$ cat config.mk
export PLATFORM = sky130hd
export DESIGN_NAME = pulse_rate_ctrl
export DESIGN_NICKNAME = d
export VERILOG_FILES = /design/src/rtl/sigproc_pkg.sv /design/src/rtl/refractory_timer.sv /design/src/rtl/pulse_rate_ctrl.sv
export SDC_FILE = /design/constraint.sdc
export NUM_CORES = 1
export LEC_CHECK = 0
export CORE_UTILIZATION = 40
export CTS_CLUSTER_SIZE = 10
export DETAILED_ROUTE_END_ITERATION = 10
export GPL_TIMING_DRIVEN = 0
export PLACE_DENSITY = 0.68
export SETUP_SLACK_MARGIN = 0.3
export SLEW_MARGIN = 30
export SYNTH_ARGS = -nofsm -noshare
export SYNTH_HDL_FRONTEND = slang
export SYNTH_SLANG_ARGS = --single-unit
$ cat constraint.sdc
create_clock -name clk -period 3 [get_ports clk]
set_clock_uncertainty 0.1 [all_clocks]
set_input_delay 0.6 -clock clk [delete_from_list [all_inputs] [get_ports clk]]
set_output_delay 0.6 -clock clk [all_outputs]
set_load 0.01 [all_outputs]
$ cat src/rtl/sigproc_pkg.sv
// Shared types and default constants for the pulse-rate measurement slice.
package sigproc_pkg;

  typedef enum logic [1:0] {
    ST_IDLE    = 2'd0,
    ST_WARMUP  = 2'd1,
    ST_MEASURE = 2'd2,
    ST_REPORT  = 2'd3
  } state_t;

  localparam int unsigned TAPS_DEF    = 31;
  localparam int unsigned WINDOW_DEF  = 1500;
  localparam int unsigned CNT_W_DEF   = 10;
  localparam int unsigned REFRACT_DEF = 30;

endpackage

$ cat src/rtl/refractory_timer.sv
// Sample-strobe down-counter that blocks further peaks after a counted one.
module refractory_timer
  import sigproc_pkg::*;
#(
  parameter int unsigned REFRACT = REFRACT_DEF
) (
  input  logic clk,
  input  logic reset,
  input  logic clr,
  input  logic load,
  input  logic tick,
  output logic busy
);

  localparam int unsigned W = (REFRACT > 0) ? $clog2(REFRACT + 1) : 1;

  logic [W-1:0] cnt;

  // A load on the same strobe as the peak wins: that strobe is not a "further" one.
  always_ff @(posedge clk or posedge reset) begin
    if (reset) begin
      cnt <= '0;
    end else if (clr) begin
      cnt <= '0;
    end else if (load) begin
      cnt <= W'(REFRACT);
    end else if (tick && (cnt != '0)) begin
      cnt <= cnt - W'(1);
    end
  end

  assign busy = (cnt != '0);

endmodule

$ cat src/rtl/pulse_rate_ctrl.sv
// Windowed peak-rate measurement controller: warm up the filter, count peaks, report.
// Optional refractory blanking is enabled by defining PEAK_REFRACT_EN.
module pulse_rate_ctrl
  import sigproc_pkg::*;
#(
  parameter int unsigned TAPS    = TAPS_DEF,
  parameter int unsigned WINDOW  = WINDOW_DEF,
  parameter int unsigned CNT_W   = CNT_W_DEF,
  parameter int unsigned REFRACT = REFRACT_DEF
) (
  input  logic             clk,
  input  logic             reset,
  input  logic             start,
  input  logic             abort,
  input  logic             sample_valid,
  input  logic             peak_det,
  output logic             filt_en,
  output logic             det_clr,
  output logic             busy,
  output logic [CNT_W-1:0] result,
  output logic             result_valid,
  input  logic             result_ready,
  output logic             sat
);

  localparam int unsigned SCNT_W = $clog2(WINDOW + 1);
  localparam logic [CNT_W-1:0] PK_MAX = '1;

  state_t            state;
  logic [SCNT_W-1:0] scnt;
  logic [CNT_W-1:0]  pk_cnt;
  logic              pk_sat;

  logic             active;
  logic             last_warm;
  logic             last_meas;
  logic             meas_entry;
  logic             refr_busy;
  logic             pk_take;
  logic             pk_full;
  logic [CNT_W-1:0] pk_nxt;
  logic             sat_nxt;

  assign active     = (state == ST_WARMUP) || (state == ST_MEASURE);
  assign filt_en    = sample_valid & active;
  assign det_clr    = (state == ST_IDLE) & start & ~abort & ~reset;
  assign busy       = (state != ST_IDLE);

  assign last_warm  = sample_valid && (scnt == SCNT_W'(TAPS - 1));
  assign last_meas  = sample_valid && (scnt == SCNT_W'(WINDOW - 1));
  assign meas_entry = (state == ST_WARMUP) && last_warm && !abort;

  // Next peak count, including a peak coincident with the closing sample.
  assign pk_take = (state == ST_MEASURE) && peak_det && !refr_busy;
  assign pk_full = (pk_cnt == PK_MAX);
  assign pk_nxt  = (pk_take && !pk_full) ? pk_cnt + CNT_W'(1) : pk_cnt;
  assign sat_nxt = pk_sat | (pk_take & pk_full);

`ifdef PEAK_REFRACT_EN
  refractory_timer #(
    .REFRACT (REFRACT)
  ) u_refract (
    .clk   (clk),
    .reset (reset),
    .clr   (meas_entry),
    .load  (pk_take),
    .tick  (sample_valid),
    .busy  (refr_busy)
  );
`else
  wire [31:0] unused_refract = 32'(REFRACT);
  assign refr_busy = 1'b0;
`endif

  // Abort from any non-idle state outranks every other transition.
  always_ff @(posedge clk or posedge reset) begin
    if (reset) begin
      state        <= ST_IDLE;
      scnt         <= '0;
      pk_cnt       <= '0;
      pk_sat       <= 1'b0;
      result       <= '0;
      sat          <= 1'b0;
      result_valid <= 1'b0;
    end else if (abort && (state != ST_IDLE)) begin
      state        <= ST_IDLE;
      result_valid <= 1'b0;
    end else begin
      case (state)
        ST_IDLE: begin
          if (start && !abort) begin
            state  <= ST_WARMUP;
            scnt   <= '0;
            pk_cnt <= '0;
            pk_sat <= 1'b0;
          end
        end
        ST_WARMUP: begin
          if (sample_valid) begin
            if (last_warm) begin
              state <= ST_MEASURE;
              scnt  <= '0;
            end else begin
              scnt <= scnt + SCNT_W'(1);
            end
          end
        end
        ST_MEASURE: begin
          pk_cnt <= pk_nxt;
          pk_sat <= sat_nxt;
          if (sample_valid) begin
            if (last_meas) begin
              state        <= ST_REPORT;
              scnt         <= '0;
              result       <= pk_nxt;
              sat          <= sat_nxt;
              result_valid <= 1'b1;
            end else begin
              scnt <= scnt + SCNT_W'(1);
            end
          end
        end
        ST_REPORT: begin
          if (result_valid && result_ready) begin
            state        <= ST_IDLE;
            result_valid <= 1'b0;
          end
        end
        default: state <= ST_IDLE;
      endcase
    end
  end

endmodule

==> impl_results.md <==
* Mapped Area at 2223 sq um
* Crit Path Class: flop to primary output
* Pin count of the biggest net entering global routing at 28
* Slew at the pin closest to its max-slew limit at 0.5546 ns
* Number of global-route vias before repair at approximately 1800
* Clk Latency, worst-skew pair at 0.30 ns
* CTS root buf: clkbuf_8
* Critical Path Fanout Max at 7
* Initial antenna violation count at 0
* Crit path cell chain: inv_1, ha_4, inv_1, nor3_1, clkdlybuf4s50_1
* Longest Clk Path Bufs at 2
* Min-delay src: result[8]
* # fillers at 486
* Worst-path clk slew at 0.08 ns
* Critical Path End Type: primary output
* TritonRoute pass-1 iters at 4
* Max-cap violations at 0
* Setup slack, reg-to-reg at 0.71 ns
* Final Cell Area at approximately 2600 sq um
* Register Area at ~900 sq um
* IO Count at 22
* DRC Markers at 0
* Gp weighted congestion at 0.8185
* Startpoint types: flop
* Setup ws final at 0.4135 ns
* Placed cell area at 2531 sq um
* Syn_nets at 256
* CP peak stage delay at 0.56 ns
* CP Depth at 5
* Die span in x at 76.56 um
* Pwr per Cell Area at 608.1 nW/um^2
* Crit path arrival time at around 1.9 ns
* Status: complete, no violations
* Antenna Nets Post-Route at 0
* WP buf/inv at 3
* Sequential-to-total area share from yosys stat at 0.4052
* Layout cells sized above 1 at 0.1259
* Fin. max-slew vios at 0
* Postcts setup bufs at 0
* Die ar. at 5861 sq um
* CTS tree: done
* Final setup viols at 0
* Max-Slew Margin vs Limit at 0.6286
* Yosys warnings at 0
* Cell mode on critical path: inv_1
* DP Wirelength at ~3500 um
* H-tree levels at 2
* FMAX at 386.6 MHz
* CTS Buf Count at 5
* FFs w/ async S/R, synth at 1.000
* Total GRT Usage at 0.1772
* Hold Crit Class: flop to flop
* Placed instance count at 333
* Crit share post-route at 0.8622
* Worst EP required at approximately 2.3 ns
* Fin cells at 340
* Leak at between 1 and 1.5 nW
* Via/cell ratio at 5.432
* Routed vias at 1847
* Hold Fails Final Rpt at 0
* Min cycle time layout at ~2.6 ns
* FF-to-FF End: pk_cnt[7]
* Die Span Y at 76.56 um
* WHS Endpoint: result[8]
* Distinct cell type count after synthesis at 53
* FF+latch count, synth at 36
* First-pass GRT wire length at 8238 um
* Cells after Synth at 242
* Area occupied by multi-input gates at 1237 sq um
* Crit-path leading delay family: buffers and inverters
* Worst r2r path cells at 7
* Post-synth EDFFs at 0
* Worst hold stages at 2
* Initial Util at 0.4245
* TritonCTS Sinks at 36
* CTS Hold Bufs at 0
* Row cnt at 26
* DR WL/cell at approximately 14 um
* DRT iter0 DRCs at 82
* DP Worst Slack at about 0.34 ns
* Mean area per synthesized cell at ~9.2 sq um
* Setup_tns at 0 ns
* Fin nets at 284
* Slowest cell on the critical path: clkdlybuf4s50_1
* R2r startpoint: state[0]
* RSZ-0062 raised after global routing: false
* Port buffer count at 20
* Final WL at 4819 um
* Grt total ovfl at 0
* Syn-to-layout area delta at 18.85%
* Std-Cell Core Area at 5238 sq um
* Max VDD drop at 0.5491 mV
* Top_reg_cell synth: dfrtp_1
* Antenna diode count at 0
-- state kept, by name, indices dropped and copies added (netlist names) --
signal / flops
pk_cnt: 10
pk_sat: 1
result: 10
result_valid: 1
sat: 1
scnt: 11
state: 2
-- logic make-up (layout without fill, tap and decap cells) --
group | count (synthesis) | count (layout) | share of synthesized area
XOR/XNOR | 7 | 7 | 0.02758
multiplexers | 7 | 7 | 0.03152
AND/OR/NAND/NOR | 103 | 103 | 0.2527
buffers and inverters | 20 | 48 | 0.04389
flip-flops | 36 | 36 | 0.4052
AO/OA/AOI/OAI | 62 | 62 | 0.1998
adder cells (fa/ha/maj) | 7 | 7 | 0.03939
-- cells in the mapped netlist, types with 2 or more instances --
cell type	count	area share
a32o_1	2	0.0090
xor2_1	2	0.0079
nor3_1	5	0.011
nand2_1	35	0.059
and4_1	2	0.0079
nor2_1	15	0.025
and3_1	9	0.025
nor3b_2	2	0.011
mux2i_1	7	0.032
o31ai_1	3	0.010
ha_1	7	0.039
nor4_1	2	0.0056
and2_1	2	0.0056
clkbuf_1	3	0.0051
o21ai_0	23	0.052
a31oi_1	2	0.0056
o311ai_2	2	0.015
a21oi_1	8	0.018
nor2b_1	4	0.011
nand2b_1	3	0.0084
buf_6	2	0.010
clkbuf_2	2	0.0045
a22o_1	5	0.020
o21ai_1	3	0.0068
xnor2_1	5	0.020
buf_2	4	0.0090
dfrtp_1	36	0.41
nand3_1	12	0.027
inv_1	9	0.015
o21bai_1	3	0.010
-- cells in the final DEF (no fill, tap or decap), drive strengths merged, types with 2 or more instances in the layout --
cell,Yosys,layout
nor3,5,5
and3,9,9
a21oi,8,8
nor2,16,16
or2,2,2
buf,6,7
nor2b,5,5
and4,2,2
xnor2,5,5
nand4,2,2
xor2,2,2
o21ai,26,26
inv,9,9
ha,7,7
a32oi,2,2
a32o,2,2
nand2b,4,4
o31ai,3,3
and2,2,2
o21bai,3,3
a22o,5,5
a31oi,2,2
nor4b,2,2
nor4,2,2
mux2i,7,7
clkdlybuf4s50,0,19
dfrtp,36,36
o311ai,2,2
clkbuf,5,12
nand2,35,35
nand3,12,12
a41oi,2,2
nor3b,2,2
-- per-stage QoR --
stage	power, mW	util	hold slack, ns
2_1_floorplan	1.026	-	0.3740
3_3_place_gp	1.180	0.4795	0.3620
3_5_place_dp	1.192	0.4833	0.3699
4_1_cts	1.589	0.5022	0.3870
5_1_grt	1.702	0.5045	0.4164
6_report	1.607	0.5045	0.3794
-- what timing repair did --
item	4_1_cts	5_1_grt
endpoints found under the setup margin	1	1
hold endpoints to repair	0	0
resized for setup	1	2
-- report_power, final --
part	switching (mW)	total, mW	internal (mW)
logic	0.358	0.654	0.296
clock network	0.188	0.392	0.205
registers	0.0411	0.561	0.520
total	0.586	1.61	1.02
-- worst max path at each step --
| stage | end | startpoint | slack, ns |
|---|---|---|---|
| floorplan | scnt[10] | state[0] | 0.94 |
| global placement | det_clr | start | 0.33 |
| detailed placement | det_clr | start | 0.34 |
| CTS | det_clr | start | 0.34 |
| global route | det_clr | state[0] | 0.35 |
| finish | det_clr | state[0] | 0.41 |
-- worst min-delay path, delay by kind of cell, from the launching register on --
family | cells | cell delay (ns)
compound gates | 1 | 0.06
flops | 1 | 0.35
simple gates | 1 | 0.05
-- layer usage --
layer	up-vias	share of wire	wire (um)	track usage
met4	0	0.013	65	0.06538
met2	36	0.48	2293	0.2901
li1	924	-	-	-
met1	880	0.48	2304	0.2326
met5	-	0	0	0
met3	7	0.032	155	0.03234
-- layout make-up --
type | instances | share of cell area
multi-input cells | 186 | 0.4683
well taps | 70 | 0.03314
clock buffers | 7 | 0.03646
repair buffers | 21 | 0.08428
flip-flops and latches | 36 | 0.3409
inverters | 9 | 0.01278
plain buffers | 11 | 0.02415
No activity file was read; power rests on OpenSTA's default activity.
